==> src/rtl/pll_seq_pkg.sv <==
// PLL lock sequencer shared types.
// State encodings are also used by the debug readout.
package pll_seq_pkg;

  typedef enum logic [2:0] {
    S_RESET_HOLD = 3'd0,
    S_WAIT_LOCK  = 3'd1,
    S_STABLE     = 3'd2,
    S_RUN        = 3'd3,
    S_LOST       = 3'd4,
    S_FAULT      = 3'd5
  } pll_state_e;

  localparam int unsigned RST_CYCLES_DEF    = 16;
  localparam int unsigned LOCK_TIMEOUT_DEF  = 65536;
  localparam int unsigned STABLE_CYCLES_DEF = 1024;
  localparam int unsigned MAX_RETRY_DEF     = 3;
  localparam int unsigned CNT_W_DEF         = 8;

  function automatic int unsigned max3(
    input int unsigned a,
    input int unsigned b,
    input int unsigned c
  );
    int unsigned m;
    m = a;
    if (b > m) m = b;
    if (c > m) m = c;
    return m;
  endfunction

endpackage

==> src/rtl/pll_lock_sequencer_sync_2ff.sv <==
// Generic 1-bit two-flop synchroniser.
// Synchronous active-low reset clears both stages.
module sync_2ff (
  input  logic clk_i,
  input  logic rst_ni,
  input  logic d_i,
  output logic q_o
);

  logic s1_q;
  logic s2_q;

  // two-stage capture of the asynchronous input
  always_ff @(posedge clk_i) begin
    if (!rst_ni) begin
      s1_q <= 1'b0;
      s2_q <= 1'b0;
    end else begin
      s1_q <= d_i;
      s2_q <= s1_q;
    end
  end

  assign q_o = s2_q;

endmodule

==> src/rtl/pll_lock_sequencer.sv <==
// PLL bring-up sequencer on the reference clock.
// Holds PLL reset, qualifies lock, releases sys reset.
module pll_lock_sequencer
  import pll_seq_pkg::*;
#(
  parameter int unsigned RST_CYCLES    = RST_CYCLES_DEF,
  parameter int unsigned LOCK_TIMEOUT  = LOCK_TIMEOUT_DEF,
  parameter int unsigned STABLE_CYCLES = STABLE_CYCLES_DEF,
  parameter int unsigned MAX_RETRY     = MAX_RETRY_DEF,
  parameter int unsigned CNT_W         = CNT_W_DEF
) (
  input  logic             clkin,
  input  logic             rst,
  input  logic             pll_locked,
  input  logic             restart,
  output logic             pll_areset,
  output logic             sys_rst_n,
  output logic             ready,
  output logic             fault,
  output logic [2:0]       state_o,
  output logic [CNT_W-1:0] loss_count
);

  localparam int unsigned CMAX =
    max3(RST_CYCLES, LOCK_TIMEOUT, STABLE_CYCLES);
  localparam int CW = (CMAX > 2) ? $clog2(CMAX) : 1;
  localparam int RW = $clog2(MAX_RETRY + 2);

  localparam logic [CW-1:0] RST_LAST =
    CW'(RST_CYCLES - 1);
  localparam logic [CW-1:0] TO_LAST =
    CW'(LOCK_TIMEOUT - 1);
  localparam logic [CW-1:0] STB_LAST =
    CW'(STABLE_CYCLES - 1);
  localparam logic [RW-1:0] RETRY_MAX =
    RW'(MAX_RETRY);

  logic lk;

  pll_state_e       state_q, state_d;
  logic [CW-1:0]    cnt_q, cnt_d;
  logic [RW-1:0]    retry_q, retry_d;
  logic [RW-1:0]    retry_inc;
  logic [CNT_W-1:0] loss_q, loss_d;

  logic areset_q;
  logic sysrst_n_q;
  logic ready_q;
  logic fault_q;

  sync_2ff u_lock_sync (
    .clk_i  (clkin),
    .rst_ni (rst),
    .d_i    (pll_locked),
    .q_o    (lk)
  );

  // next-state, shared counter, retry and loss bookkeeping
  always_comb begin
    state_d   = state_q;
    cnt_d     = cnt_q;
    retry_d   = retry_q;
    loss_d    = loss_q;
    retry_inc = retry_q + 1'b1;
    case (state_q)
      S_RESET_HOLD: begin
        if (cnt_q == RST_LAST) begin
          state_d = S_WAIT_LOCK;
          cnt_d   = '0;
        end else begin
          cnt_d = cnt_q + 1'b1;
        end
      end
      S_WAIT_LOCK: begin
        if (lk) begin
          state_d = S_STABLE;
          cnt_d   = '0;
        end else if (cnt_q == TO_LAST) begin
          retry_d = retry_inc;
          cnt_d   = '0;
          if (retry_inc > RETRY_MAX)
            state_d = S_FAULT;
          else
            state_d = S_RESET_HOLD;
        end else begin
          cnt_d = cnt_q + 1'b1;
        end
      end
      S_STABLE: begin
        if (!lk) begin
          state_d = S_WAIT_LOCK;
          cnt_d   = '0;
        end else if (cnt_q == STB_LAST) begin
          state_d = S_RUN;
          cnt_d   = '0;
          retry_d = '0;
        end else begin
          cnt_d = cnt_q + 1'b1;
        end
      end
      S_RUN: begin
        if (!lk) begin
          state_d = S_LOST;
          cnt_d   = '0;
        end
      end
      S_LOST: begin
        state_d = S_RESET_HOLD;
        cnt_d   = '0;
        if (loss_q != '1)
          loss_d = loss_q + 1'b1;
      end
      S_FAULT: begin
        state_d = S_FAULT;
      end
      default: begin
        state_d = S_RESET_HOLD;
        cnt_d   = '0;
      end
    endcase
    if (restart) begin
      state_d = S_RESET_HOLD;
      cnt_d   = '0;
      retry_d = '0;
    end
  end

  // state register with outputs decoded from the next state
  always_ff @(posedge clkin) begin
    if (!rst) begin
      state_q    <= S_RESET_HOLD;
      cnt_q      <= '0;
      retry_q    <= '0;
      loss_q     <= '0;
      areset_q   <= 1'b1;
      sysrst_n_q <= 1'b0;
      ready_q    <= 1'b0;
      fault_q    <= 1'b0;
    end else begin
      state_q    <= state_d;
      cnt_q      <= cnt_d;
      retry_q    <= retry_d;
      loss_q     <= loss_d;
      areset_q   <= (state_d == S_RESET_HOLD) ||
                    (state_d == S_FAULT);
      sysrst_n_q <= (state_d == S_RUN);
      ready_q    <= (state_d == S_RUN);
      fault_q    <= (state_d == S_FAULT);
    end
  end

  assign pll_areset = areset_q;
  assign sys_rst_n  = sysrst_n_q;
  assign ready      = ready_q;
  assign fault      = fault_q;
  assign state_o    = state_q;
  assign loss_count = loss_q;

endmodule
==> config.mk <==
export PLATFORM = sky130hd
export DESIGN_NAME = pll_lock_sequencer
export DESIGN_NICKNAME = d
export VERILOG_FILES = /design/src/rtl/pll_seq_pkg.sv /design/src/rtl/pll_lock_sequencer_sync_2ff.sv /design/src/rtl/pll_lock_sequencer.sv
export SDC_FILE = /design/constraint.sdc
export NUM_CORES = 1
export LEC_CHECK = 0
export CORE_MARGIN = 5
export CORE_UTILIZATION = 51
export CTS_CLUSTER_SIZE = 24
export DETAILED_ROUTE_END_ITERATION = 16
export GPL_ROUTABILITY_DRIVEN = 0
export GPL_TIMING_DRIVEN = 0
export PLACE_DENSITY = 0.82
export SYNTH_ARGS = -nofsm -noshare
export SYNTH_HDL_FRONTEND = slang
export SYNTH_HIERARCHICAL = 1
export SYNTH_SLANG_ARGS = --single-unit
==> constraint.sdc <==
create_clock -name clkin -period 2.1 [get_ports clkin]
set_clock_uncertainty 0.15 [all_clocks]
set_input_delay 0.21 -clock clkin [delete_from_list [all_inputs] [get_ports clkin]]
set_output_delay 0.21 -clock clkin [all_outputs]
set_load 0.01 [all_outputs]
==> results.md <==
* Run status: finished, violations left
* Failing checks: negative setup slack
* Clk_lat worst skew at 0.29 ns
* Site row count at 22
* Avg Inst Size Synth at 8.191 µm²
* Routed len/inst at 18.03 µm
* Area grow syn2layout at 35.66%
* Die span in y at 71.57 µm
* Most area-hungry cell type in the Yosys netlist: dfxtp_1
* Post-synth ARST share at 0%
* Worst setup margin at -0.09194 ns
* I/O pin total at 19
* Max-slew violation count at 0
* Total number of vias at 2028
* CTS tree: done
* Number of flops mapped to enable cells by yosys at 0
* Most frequent cell after synthesis: dfxtp_1
* CP Class: reg -> reg
* CP cell instances: or4_4, or4_4, o21ai_4, or3_4, nor3b_2
* Rel. slew slack at 61.95%
* Lkg Pwr at 0.0009328 µW
* RSZ-0062 raised after global routing: yes
* Main synth FF type: dfxtp_1
* CTS Buffer Depth at 2
* Post-synthesis cell type count at 55
* Core area at 3661 µm²
* Synth Instances at 236
* Final core occ at 71.63%
* PwrDens at 474.2 nW/µm²
* Req. time, crit path at 2.18 ns
* Global route overflow at 0
* Die area at 5122 µm²
* Worst Max-Slew Pin Slew at 0.5707 ns
* IO Port Bufs at 18
* Chip width at 71.57 µm
* Ys Warns at 6
* Critical path's slowest cell: or4_4
* Ant diodes at 0
* Routed vias/inst at 6.357
* CP bufs+invs at 0
* Worst IR Drop VDD at 0.3205 mV
* Number of global-route vias before repair at 1783
* Syn Nets at 244
* Final period utilization at 104.4%
* Initial core utilization at 52.80%
* Num CTS Buffers at 5
* Share of post-route cells with drive strength above 1 at 29.52%
* Filler cell count at 258
* Fin. Hold Viols at 0
* Total Routing Usage GR at 19.89%
* Routed Antenna Nets at 0
* # setup viols final at 9
* Pre-CTS setup slack at -0.2443 ns
* Worst hold path type: reg -> reg
* Fmax at 456.2 MHz
* H-tree depth at 2
* Post-synthesis sequential area ratio at 36.25%
* Largest net degree at the start of global routing at 11
* Detailed Route Iter0 Violations at 242
* WL final at 5753 µm
* CP Max Fanout at 5
* Number of synthesized register bits at 35
* Clk sink count at 35
* Critical path launch point type: flop
* Top cells by area, synth: dfxtp_1 (36%), nand2_1 (5.8%), nor2_1 (4.3%)
* CP arrival at 2.27 ns
* Most frequent CP cell: or4_4
* Hold Buf Count CTS at 0
* Clock Pin Slew Worst Setup and Hold Paths at 0.07 ns
* Clock root buffer: clkbuf_8
* Initial antenna violation count at 0
* Min cycle time layout at 2.192 ns
* DRC Markers at 0
* Worst path max stage delay at 0.59 ns
* Nature of the critical path endpoint: flop
* First-pass DRT Iterations at 4
* Nets at 278
* Proportion of netlist area held by the largest area contributor at 36.25%
* Syn Std Cell Area at 1933 µm²
* Crit path max-delay family: simple AND/OR/NAND/NOR gates
* Top cells by count, synth: dfxtp_1 (35), nand2_1 (30), nor2_1 (22), a21oi_1 (12), o21ai_0 (11)
* Final HPWL DP at 3154 µm
* Global-route wire length before repair at 8238 µm
* Max cap viols at 0
-- final timing paths --
kind | endpoint | slack, ns | start | cells past startpoint
worst max-delay path | fault | -0.09 | cnt_q[14] | 5
worst min-delay path | u_lock_sync/q_o | 0.30 | u_lock_sync/s1_q | 1
worst max register to register | fault | -0.09 | cnt_q[14] | 5
worst min register to register | u_lock_sync/q_o | 0.30 | u_lock_sync/s1_q | 1
-- what timing repair did --
action,in CTS,in global routing
cloned,0,2
pin swaps,7,23
setup endpoints to repair,22,26
gates resized for setup,29,44
setup buffers,4,6
-- worst reg2reg max path, cell delays in order, from the launching register on --
cell,delay [ns]
dfxtp_4,0.37
or4_4,0.59
or4_4,0.56
o21ai_4,0.16
or3_4,0.16
nor3b_2,0.14
-- cells by family after synthesis --
| group | synth area share (%) |
|---|---|
| mux | 1.036 |
| flops | 36.25 |
| fa+ha+maj | 2.589 |
| xor+xnor | 4.531 |
| simple gates | 34.50 |
| buf+inv | 3.236 |
| compound gates | 17.86 |
-- final cells by class --
| cell class | count | area [µm²] | area share (%) |
|---|---|---|---|
| Clock buffer | 8 | 100.1 | 3.817 |
| Timing Repair Buffer | 29 | 266.5 | 10.16 |
| Tap cell | 48 | 60.06 | 2.290 |
| Sequential cell | 35 | 726.9 | 27.72 |
| Inverter | 5 | 18.77 | 0.7156 |
| Buffer | 7 | 45.04 | 1.718 |
| Multi-Input combinational cell | 187 | 1405 | 53.58 |
-- metal layers --
metal	global-route usage (%)	up-vias	wire length, µm	share of wire, %
li1	-	937	-	-
met1	26.40	974	2290	40
met2	31.73	87	2814	49
met3	4.208	30	388	6.7
met4	7.307	0	260	4.5
met5	0	-	0	0
-- through the flow --
| step | setup TNS [ns] | hold slack, ns | cells | cell area [µm²] | total power (µW) |
|---|---|---|---|---|---|
| 3_3_place_gp | -3.702 | 0.2727 | 302 | 2182 | 713.7 |
| 2_1_floorplan | 0 | 0.1817 | 236 | 1942 | 700.1 |
| 3_5_place_dp | -3.977 | 0.2703 | 302 | 2182 | 713.8 |
| 5_1_grt | -1.459 | 0.3148 | 319 | 2623 | 1277 |
| 4_1_cts | -0.02981 | 0.2978 | 312 | 2396 | 1240 |
| 6_report | -0.3519 | 0.3004 | 319 | 2623 | 1244 |
-- sequential cells by signal, indices dropped and copies added, names as in the netlist --
signal            flops
cnt_q                16
loss_count            8
retry_q               3
state_o               3
fault                 1
pll_areset            1
ready                 1
u_lock_sync/q_o       1
u_lock_sync/s1_q      1
-- report_power, final --
group          leakage (µW)  switching [µW]  total [µW]  internal (µW)
registers          0.000289            5.54         667            661
logic              0.000592            21.5        33.7           12.2
clock network     0.0000515             244         543            299
-- layout by cell type, fill, tap and decap left out, types with 3 or more instances in the layout --
cell	synthesis	layout
or4_4	2	5
clkbuf_2	0	3
o221ai_2	0	6
a21oi_1	12	10
o21ai_0	11	6
or4_1	6	3
nand4_1	7	7
nand2b_1	4	4
o21a_1	4	4
o21ai_2	1	3
ha_1	4	3
xnor2_1	3	3
nor2_2	0	5
nor4_4	1	3
nor2_1	22	17
nor3_1	7	5
clkdlybuf4s50_1	0	18
dfxtp_2	0	6
inv_1	4	4
dfxtp_4	0	5
and2_1	6	6
nand3_1	8	8
clkbuf_8	0	7
dfxtp_1	35	24
xor2_1	7	7
nand2_1	30	30
nor2b_1	4	3
buf_4	1	11
Power figures use the tool's default switching activity.
